$ cat config.mk
export PLATFORM = sky130hd
export DESIGN_NAME = floppy_voice_alloc
export DESIGN_NICKNAME = d
export VERILOG_FILES = /design/src/rtl/floppy_voice_alloc.sv
export SDC_FILE = /design/constraint.sdc
export NUM_CORES = 1
export LEC_CHECK = 0
export ABC_CLOCK_PERIOD_IN_PS = 2250
export BUFFER_PORTS_ARGS = -buffer_cell sky130_fd_sc_hd__buf_2
export CAP_MARGIN = 25
export CORE_MARGIN = 1
export CORE_UTILIZATION = 50
export CTS_CLUSTER_SIZE = 25
export DETAILED_ROUTE_END_ITERATION = 8
export GPL_TIMING_DRIVEN = 0
export PLACE_DENSITY = 0.7
export REMOVE_ABC_BUFFERS = 1
export SLEW_MARGIN = 10
export SYNTH_ARGS = -nofsm -noshare
export SYNTH_HDL_FRONTEND = slang
export SYNTH_SLANG_ARGS = --single-unit
export TNS_END_PERCENT = 1
$ cat constraint.sdc
create_clock -name clk_i -period 2.25 [get_ports clk_i]
set_input_delay 0.45 -clock clk_i [delete_from_list [all_inputs] [get_ports clk_i]]
set_output_delay 0.45 -clock clk_i [all_outputs]
set_load 0.01 [all_outputs]
$ cat src/rtl/floppy_voice_alloc.sv
// Voice allocator and sequencer for the floppy note registers.
// Takes decoded MIDI note-on/off events, maps each onto one of NUM_VOICES floppy channels
// (retrigger, then free voice, then round-robin steal), and issues single-cycle register
// writes of {enable, note[6:0]} to BASE_ADDR + voice. An all_off pulse flushes every voice.
//
// Ports:
//   clk_i, rst_i          clock, synchronous active-high reset
//   msg_valid_i/ready_o   event handshake; msg_on_i, msg_note_i, msg_vel_i carry the event
//   all_off_i             pulse: silence all voices
//   reg_addr_o, write_o, new_req_o, write_value_o   register bus (valid while new_req_o=1)
//   voice_active_o        per-voice active flags
//   busy_o                not idle, or a flush is pending
module floppy_voice_alloc #(
  parameter int unsigned NUM_VOICES = 6,
  parameter logic [5:0]  BASE_ADDR  = 6'h00
) (
  input  logic                  clk_i,
  input  logic                  rst_i,
  input  logic                  msg_valid_i,
  output logic                  msg_ready_o,
  input  logic                  msg_on_i,
  input  logic [6:0]            msg_note_i,
  input  logic [6:0]            msg_vel_i,
  input  logic                  all_off_i,
  output logic [5:0]            reg_addr_o,
  output logic                  write_o,
  output logic                  new_req_o,
  output logic [7:0]            write_value_o,
  output logic [NUM_VOICES-1:0] voice_active_o,
  output logic                  busy_o
);

  localparam logic [2:0] LastVoice = 3'(NUM_VOICES - 1);
  localparam logic [3:0] FlushEnd  = 4'(NUM_VOICES);

  typedef enum logic [1:0] {StIdle, StLookup, StWrite, StFlush} state_e;

  state_e                state_q, state_d;
  logic                  ev_on_q, ev_on_d;
  logic [6:0]            ev_note_q, ev_note_d;
  logic                  pend_q, pend_d;
  logic [3:0]            idx_q, idx_d;
  logic [2:0]            steal_q, steal_d;
  logic [6:0]            notes_q [NUM_VOICES];
  logic [6:0]            notes_d [NUM_VOICES];
  logic [NUM_VOICES-1:0] active_q, active_d;
  logic [5:0]            addr_q, addr_d;
  logic                  write_q, write_d;
  logic                  new_req_q, new_req_d;
  logic [7:0]            wval_q, wval_d;

  logic                  hit, free, do_write;
  logic [2:0]            hit_idx, free_idx, tgt;

  // Lowest-index active voice holding the latched note, and lowest-index idle voice.
  always_comb begin
    hit      = 1'b0;
    hit_idx  = 3'd0;
    free     = 1'b0;
    free_idx = 3'd0;
    for (int i = 0; i < int'(NUM_VOICES); i++) begin
      if (!hit && active_q[i] && notes_q[i] == ev_note_q) begin
        hit     = 1'b1;
        hit_idx = 3'(i);
      end
      if (!free && !active_q[i]) begin
        free     = 1'b1;
        free_idx = 3'(i);
      end
    end
  end

  always_comb begin
    state_d   = state_q;
    ev_on_d   = ev_on_q;
    ev_note_d = ev_note_q;
    pend_d    = pend_q;
    idx_d     = idx_q;
    steal_d   = steal_q;
    notes_d   = notes_q;
    active_d  = active_q;
    addr_d    = addr_q;
    write_d   = write_q;
    wval_d    = wval_q;
    new_req_d = 1'b0;
    do_write  = 1'b0;
    tgt       = 3'd0;

    // Remember all_off while an event is in flight; a flush in progress absorbs it.
    if (all_off_i && (state_q == StLookup || state_q == StWrite)) begin
      pend_d = 1'b1;
    end

    unique case (state_q)
      StIdle: begin
        if (pend_q || all_off_i) begin
          // Issue the voice-0 write on entry so flush writes land on consecutive cycles.
          pend_d      = 1'b0;
          steal_d     = 3'd0;
          addr_d      = BASE_ADDR;
          write_d     = 1'b1;
          wval_d      = 8'h00;
          new_req_d   = 1'b1;
          active_d[0] = 1'b0;
          idx_d       = 4'd1;
          state_d     = StFlush;
        end else if (msg_valid_i) begin
          ev_on_d   = msg_on_i && (msg_vel_i != 7'd0);
          ev_note_d = msg_note_i;
          state_d   = StLookup;
        end
      end
      StLookup: begin
        state_d = StIdle;
        if (ev_on_q) begin
          do_write = 1'b1;
          if (hit) begin
            tgt = hit_idx;
          end else if (free) begin
            tgt = free_idx;
          end else begin
            tgt     = steal_q;
            steal_d = (steal_q == LastVoice) ? 3'd0 : steal_q + 3'd1;
          end
        end else if (hit) begin
          do_write = 1'b1;
          tgt      = hit_idx;
        end
        // Bus outputs and table are registered here, so both appear in the WRITE cycle.
        if (do_write) begin
          addr_d    = BASE_ADDR + 6'(tgt);
          write_d   = 1'b1;
          new_req_d = 1'b1;
          state_d   = StWrite;
          if (ev_on_q) begin
            wval_d        = {1'b1, ev_note_q};
            notes_d[tgt]  = ev_note_q;
            active_d[tgt] = 1'b1;
          end else begin
            wval_d        = {1'b0, notes_q[tgt]};
            active_d[tgt] = 1'b0;
          end
        end
      end
      StWrite: begin
        state_d = StIdle;
      end
      StFlush: begin
        if (idx_q == FlushEnd) begin
          state_d = StIdle;
        end else begin
          addr_d               = BASE_ADDR + 6'(idx_q);
          write_d              = 1'b1;
          wval_d               = 8'h00;
          new_req_d            = 1'b1;
          active_d[idx_q[2:0]] = 1'b0;
          idx_d                = idx_q + 4'd1;
        end
      end
      default: state_d = StIdle;
    endcase
  end

  always_ff @(posedge clk_i) begin
    if (rst_i) begin
      state_q   <= StIdle;
      ev_on_q   <= 1'b0;
      ev_note_q <= 7'd0;
      pend_q    <= 1'b0;
      idx_q     <= 4'd0;
      steal_q   <= 3'd0;
      for (int i = 0; i < int'(NUM_VOICES); i++) begin
        notes_q[i] <= 7'd0;
      end
      active_q  <= '0;
      addr_q    <= 6'd0;
      write_q   <= 1'b0;
      new_req_q <= 1'b0;
      wval_q    <= 8'h00;
    end else begin
      state_q   <= state_d;
      ev_on_q   <= ev_on_d;
      ev_note_q <= ev_note_d;
      pend_q    <= pend_d;
      idx_q     <= idx_d;
      steal_q   <= steal_d;
      notes_q   <= notes_d;
      active_q  <= active_d;
      addr_q    <= addr_d;
      write_q   <= write_d;
      new_req_q <= new_req_d;
      wval_q    <= wval_d;
    end
  end

  assign msg_ready_o    = !rst_i && (state_q == StIdle) && !pend_q && !all_off_i;
  assign busy_o         = (state_q != StIdle) || pend_q;
  assign reg_addr_o     = addr_q;
  assign write_o        = write_q;
  assign new_req_o      = new_req_q;
  assign write_value_o  = wval_q;
  assign voice_active_o = active_q;

endmodule

# After elaboration in Yosys (flattened, before gate mapping)
# Index checks and enable logic that the tools add are counted.
# word_totals
output_inout_bits	24
register_bits	82
input_bits	19
# classes
n_addsub	2
n_reduce_logical	58
muxes	80
bitwise_logic	7
n_eq_ne	19
magnitude_cmp	6
# ops
op	count
3-bit 2-to-1 mux	18
42-bit bitwise mux	1
7-bit equality test	6
6-bit 2-to-1 mux	6
8-bit 2-to-1 mux	4
1-bit 2-to-1 mux	29
1-bit logical AND	24
8-bit one-hot mux with 3 select lines	1
7-bit binary-select mux with 3-bit select	1
7-bit demux with 3-bit select	1
7-bit 2-to-1 mux	3
6-bit one-hot mux with 3 select lines	1
1-bit logical NOT	17
6-bit AND	2
2-bit != test, second input constant	6
6-bit inverter	2
3-bit AND reduction	4
5-bit one-hot mux with 2 select lines	1
1-bit one-hot mux with 3 select lines	3
3-bit by 4-bit < comparator with 1-bit output, second input constant	2
2-bit 2-to-1 mux	4
4-bit 2-to-1 mux	2
2-bit one-hot mux with 4 select lines	1
4-bit one-hot mux with 2 select lines	1
other kinds (24)	32

# Logic depth before layout (Yosys ltp)
# depth
ltp_word	35
ltp_mapped	13
mapped_depth_nobuf	11

# Worst setup path after synthesis
# No wires, ideal clock.
# synth_timing
path_kind	flip-flop to flip-flop
startpoint	register ev_note_q[4]
endpoint	register wval_q[6] (netlist: write_value_o[6])
path_stages_with_launch	13
setup_slack_ps	-6
t_arrival_ps	2126
n_path_buf	3
period_less_slack_ps	2256
t_required_ps	2119
cell_sequence	dfxtp_1 buf_6 buf_4 xnor2_1 nand4_1 nor2_1 nor2_2 o2111ai_1 nor2b_2 buf_6 mux2_1 a21oi_1 o22ai_1
# synth_via
elab_chain_len	33
elab_cells_between_ends	49
# synth_lines
item	line_no	source
from (decl)	40	logic [6:0] ev_note_q, ev_note_d;
from (signal assigned)	183	ev_note_q <= ev_note_d;
7-bit equality test	62	if (!hit && active_q[i] && notes_q[i] == ev_note_q) begin
1-bit logical AND	62	
1-bit 2-to-1 mux	62	
1-bit logical NOT	62	
1-bit logical AND (2 in series)	62	
1-bit 2-to-1 mux	62	
1-bit logical NOT	62	
1-bit logical AND (2 in series)	62	
[... 14 more ...]	-	
3-bit 2-to-1 mux	115	if (ev_on_q) begin
3-bit 2-to-1 mux	94	unique case (state_q)
3-bit inverter with 4-bit output (implied by the code)	140	wval_d = {1'b0, notes_q[tgt]};
7-bit binary-select mux with 3-bit select	140	
7-bit 2-to-1 mux (implied by the code) (2 in series)	140	
8-bit 2-to-1 mux	135	if (ev_on_q) begin
8-bit 2-to-1 mux	130	if (do_write) begin
8-bit one-hot mux with 3 select lines	94	
to (signal assigned)	192	wval_q <= wval_d;
to (decl)	50	logic [7:0] wval_q, wval_d;
# Parallel ways exist; a longest one is shown, timed or not. The select of a mux whose other input is x is not followed.
# A chain may end at the register's enable or synchronous reset.

# Worst setup path after layout
# layout_timing
startpoint	register ev_note_q[0]
endpoint	register wval_q[6] (netlist: write_value_o[6])
# Same word-level chain as after synthesis.

==> run_results.csv <==
group,metric,value,unit
setup_path,critical_path.max_fanout,10,
setup_path,cp-start-kind,"flip-flop",
power_and_ir_drop,power.density,857.8,mW/mm^2
floorplan,die_y,96.86,um
clocking,tritoncts,"done",
detailed_routing,first_iter_violations,284,
floorplan,die_area,0.009382,mm^2
setup_path,cp_data_arrival_time,2.81,ns
detailed_routing,drc_errors,0,
logic_synthesis,yosys.area.top_type,"dfxtp_1",
setup_path,critical_path.top_delay_family,"simple AND/OR/NAND/NOR gates",
clocking,clock_sinks,80,
setup_path,crit_path_cell_trace,"buf_4, xnor2_1, nand4_1, nor2_4, nor4_4, buf_4, o2111ai_4, nor2b_4, buf_12, mux2_2, o221ai_2, o22ai_1",
power_and_ir_drop,irDropWorstVdd,0.0004838,V
setup_path,slowest_stage,"dfxtp_4",
placed_design,numPortBuffers,40,
global_routing,grt_pass1_wl,19050,um
placed_design,placed_area,0.004584,mm^2
floorplan,fp.dieW,96.86,um
timing,fin_worst_skew,0.007322,ns
logic_synthesis,ys_ff_latch,80,
job,drv_cap,0,
finish,layout.nets,603,
global_routing,grt_max_degree,80,
timing,rsz0062_at_grt,"yes",
worst_hold_path,hold_path.class,"input pin to flip-flop",
setup_path,crit_top_cell,"buf_4",
timing,hold_viol_final,0,
setup_path,crit_type,"flip-flop to flip-flop",
finish,fillers,730,
clocking,cts_buffer_depth,2,
global_routing,grt_pass1_vias,3781,
logic_synthesis,synthTopCellsByCount,"nor2_1 (90), dfxtp_1 (80), mux2i_1 (47), nand2_1 (47), xnor2_1 (42)",
detailed_routing,wl_per_cell,17.17,um
detailed_routing,vias,4006,
logic_synthesis,synth_most_common_cell,"nor2_1",
logic_synthesis,yosysSeqAreaShare,0.3560,
clocking,holdBufCountCts,0,
timing,period_minus_slack,2.596,ns
timing,period_share,1.154,
detailed_routing,ant_nets,0,
clocking,path_clk_slew,0.08,ns
clocking,h-tree-depth,3,
power_and_ir_drop,p_leak,2.224,nW
setup_path,end_kind,"flip-flop",
finish,seq_area,0.001632,mm^2
timing,worst_pin_slew,0.8372,ns
logic_synthesis,syn_area,0.004499,mm^2
setup_path,slowest_delay,0.44,ns
timing,fin_ws,-0.3455,ns
logic_synthesis,yosys_most_used_dff,"dfxtp_1",
timing,fmax,385.3,MHz
finish,fin_cells,691,
placed_design,placed_cells,644,
logic_synthesis,synth-edff-count,0,
logic_synthesis,syn_avg_cell_area,8.394,um^2
detailed_routing,drt_pass1_iterations,5,
setup_path,crit_buf_inv,3,
placed_design,dp_hpwl,7588,um
global_routing,antenna_found_initial,0,
floorplan,initial_core_util,0.5159,
detailed_routing,wl,11860,um
outcome,violations,"negative setup slack",
finish,fin_area,0.005383,mm^2
finish,multi_input_area,0.002859,mm^2
timing,drv_slew,0,
logic_synthesis,synth_top_area_share,0.3560,
finish,n_antenna_cell,0,
setup_path,cp.required,2.46,ns
finish,drive_above_1_share,0.2487,
floorplan,core_area,0.008721,mm^2
logic_synthesis,postSynth.asyncResetShare,0,
outcome,outcome,"complete, but fails checks",
floorplan,num_rows,34,
clocking,cts_buffers,9,
floorplan,pin_count,43,
logic_synthesis,synth_cell_types,63,
global_routing,grt.total_usage,0.2551,
logic_synthesis,synth_area_leaders,"dfxtp_1 (36%), mux2i_1 (10%), xnor2_1 (8.2%), nor2_1 (7.5%), nand2_1 (3.9%)",
placed_design,post-place-ws,-1.283,ns
clocking,cts_root_buf,"clkbuf_8",
logic_synthesis,postSynthCellCount,536,
clocking,clk_latency,0.35,ns
finish,area_growth,19.63,%
logic_synthesis,ys_warn_count,0,
global_routing,overflow,0,
timing,finalSetupViolCount,60,
placed_design,place.gp.congestion,0.8633,
timing,slew_headroom,0.4419,
detailed_routing,viasPerCell,5.797,
timing,holdWs,0.3170,ns
-- cell usage in the layout, fill, tap and decap left out, drive strengths merged, types with 4 or more instances in the layout --
master  synthesis  layout
nand2          48      48
ha              6       6
mux2i          47      47
o211ai          5       5
a21oi          32      32
nand4          14      14
nand2b          4       4
dfxtp          80      80
clkbuf         17      11
nor2           92      92
a22oi           4       4
a211oi          4       4
nor3           17      17
nand3          12      12
o21ai          20      20
or3             7       7
xnor2          42      42
buf            25      72
inv             7       7
-- final timing paths --
| check | startpoint | to | slack, ns | cells past startpoint |
|---|---|---|---|---|
| worst max register to register | ev_note_q[0] | write_value_o[6] | -0.35 | 12 |
| worst min-delay path | msg_note_i[0] | ev_note_q[0] | 0.32 | 3 |
| worst min register to register | write_value_o[7] | write_value_o[7] | 0.48 | 2 |
| worst max-delay path | ev_note_q[0] | write_value_o[6] | -0.35 | 12 |
-- sequential cells by signal (all words and copies together) (netlist names), named ones only --
name / cells
state_q: 2
write_o: 1
pend_q: 1
voice_active_o: 1
steal_q: 3
reg_addr_o: 4
notes_q: 42
ev_note_q: 7
idx_q: 4
ev_on_q: 1
new_req_o: 1
write_value_o: 8
-- routing by layer --
| layer | routed length [um] | GRT usage | vias up |
|---|---|---|---|
| met5 | 0 | 0 | - |
| met4 | 247 | 0.09414 | 0 |
| met3 | 758 | 0.03757 | 27 |
| met2 | 5570 | 0.4036 | 139 |
| met1 | 5286 | 0.3525 | 1892 |
| li1 | - | - | 1948 |
-- area by class of cell --
cell class                      count  area share
Tap cell                          108     0.02510
Timing Repair Buffer               72     0.09019
Sequential cell                    80      0.3031
Clock inverter                      5     0.01929
Inverter                            7    0.004881
Clock buffer                       11     0.02627
Multi-Input combinational cell    408      0.5311
-- timing repair --
action                     in CTS  in global routing
setup buffers                  30                  1
pin swaps                      11                  6
setup endpoints to repair      67                 65
gates resized for setup        58                 12
-- stage by stage --
stage	utilization	setup TNS (ns)	power, mW
2_1_floorplan	-	-20.85	2.602
3_3_place_gp	0.5237	-66.61	2.962
3_5_place_dp	0.5257	-63.61	3.007
4_1_cts	0.6105	-10.89	4.553
5_1_grt	0.6172	-23.58	4.852
6_report	0.6172	-14.87	4.617
-- where the power goes --
group          internal [mW]  total [mW]  switching, mW  leakage (nW)
Clock                  0.769        1.32          0.548         0.124
Sequential              1.53        1.69          0.159         0.653
Combinational          0.639        1.61          0.974          1.45
Total                   2.94        4.62           1.68          2.22
-- cell families (layout without fill, tap and decap cells) --
group / after synthesis / in the layout / synth area share
xor+xnor: 44 / 44 / 0.08565
simple gates: 212 / 212 / 0.2261
mux: 50 / 50 / 0.1121
compound gates: 94 / 94 / 0.1365
flops: 80 / 80 / 0.3560
other cells: 1 / 2 / 0.0008335
fa+ha+maj: 6 / 6 / 0.01668
buf+inv: 49 / 95 / 0.06619
-- worst register-to-register path, delay by kind of cell, from the launching register on --
kind / cells / cell delay (ns)
buffers and inverters: 3 / 0.49
XOR/XNOR: 1 / 0.11
AND/OR/NAND/NOR: 4 / 0.70
multiplexers: 1 / 0.34
flip-flops: 1 / 0.44
AO/OA/AOI/OAI: 3 / 0.38
No activity file was read; power rests on OpenSTA's default activity.
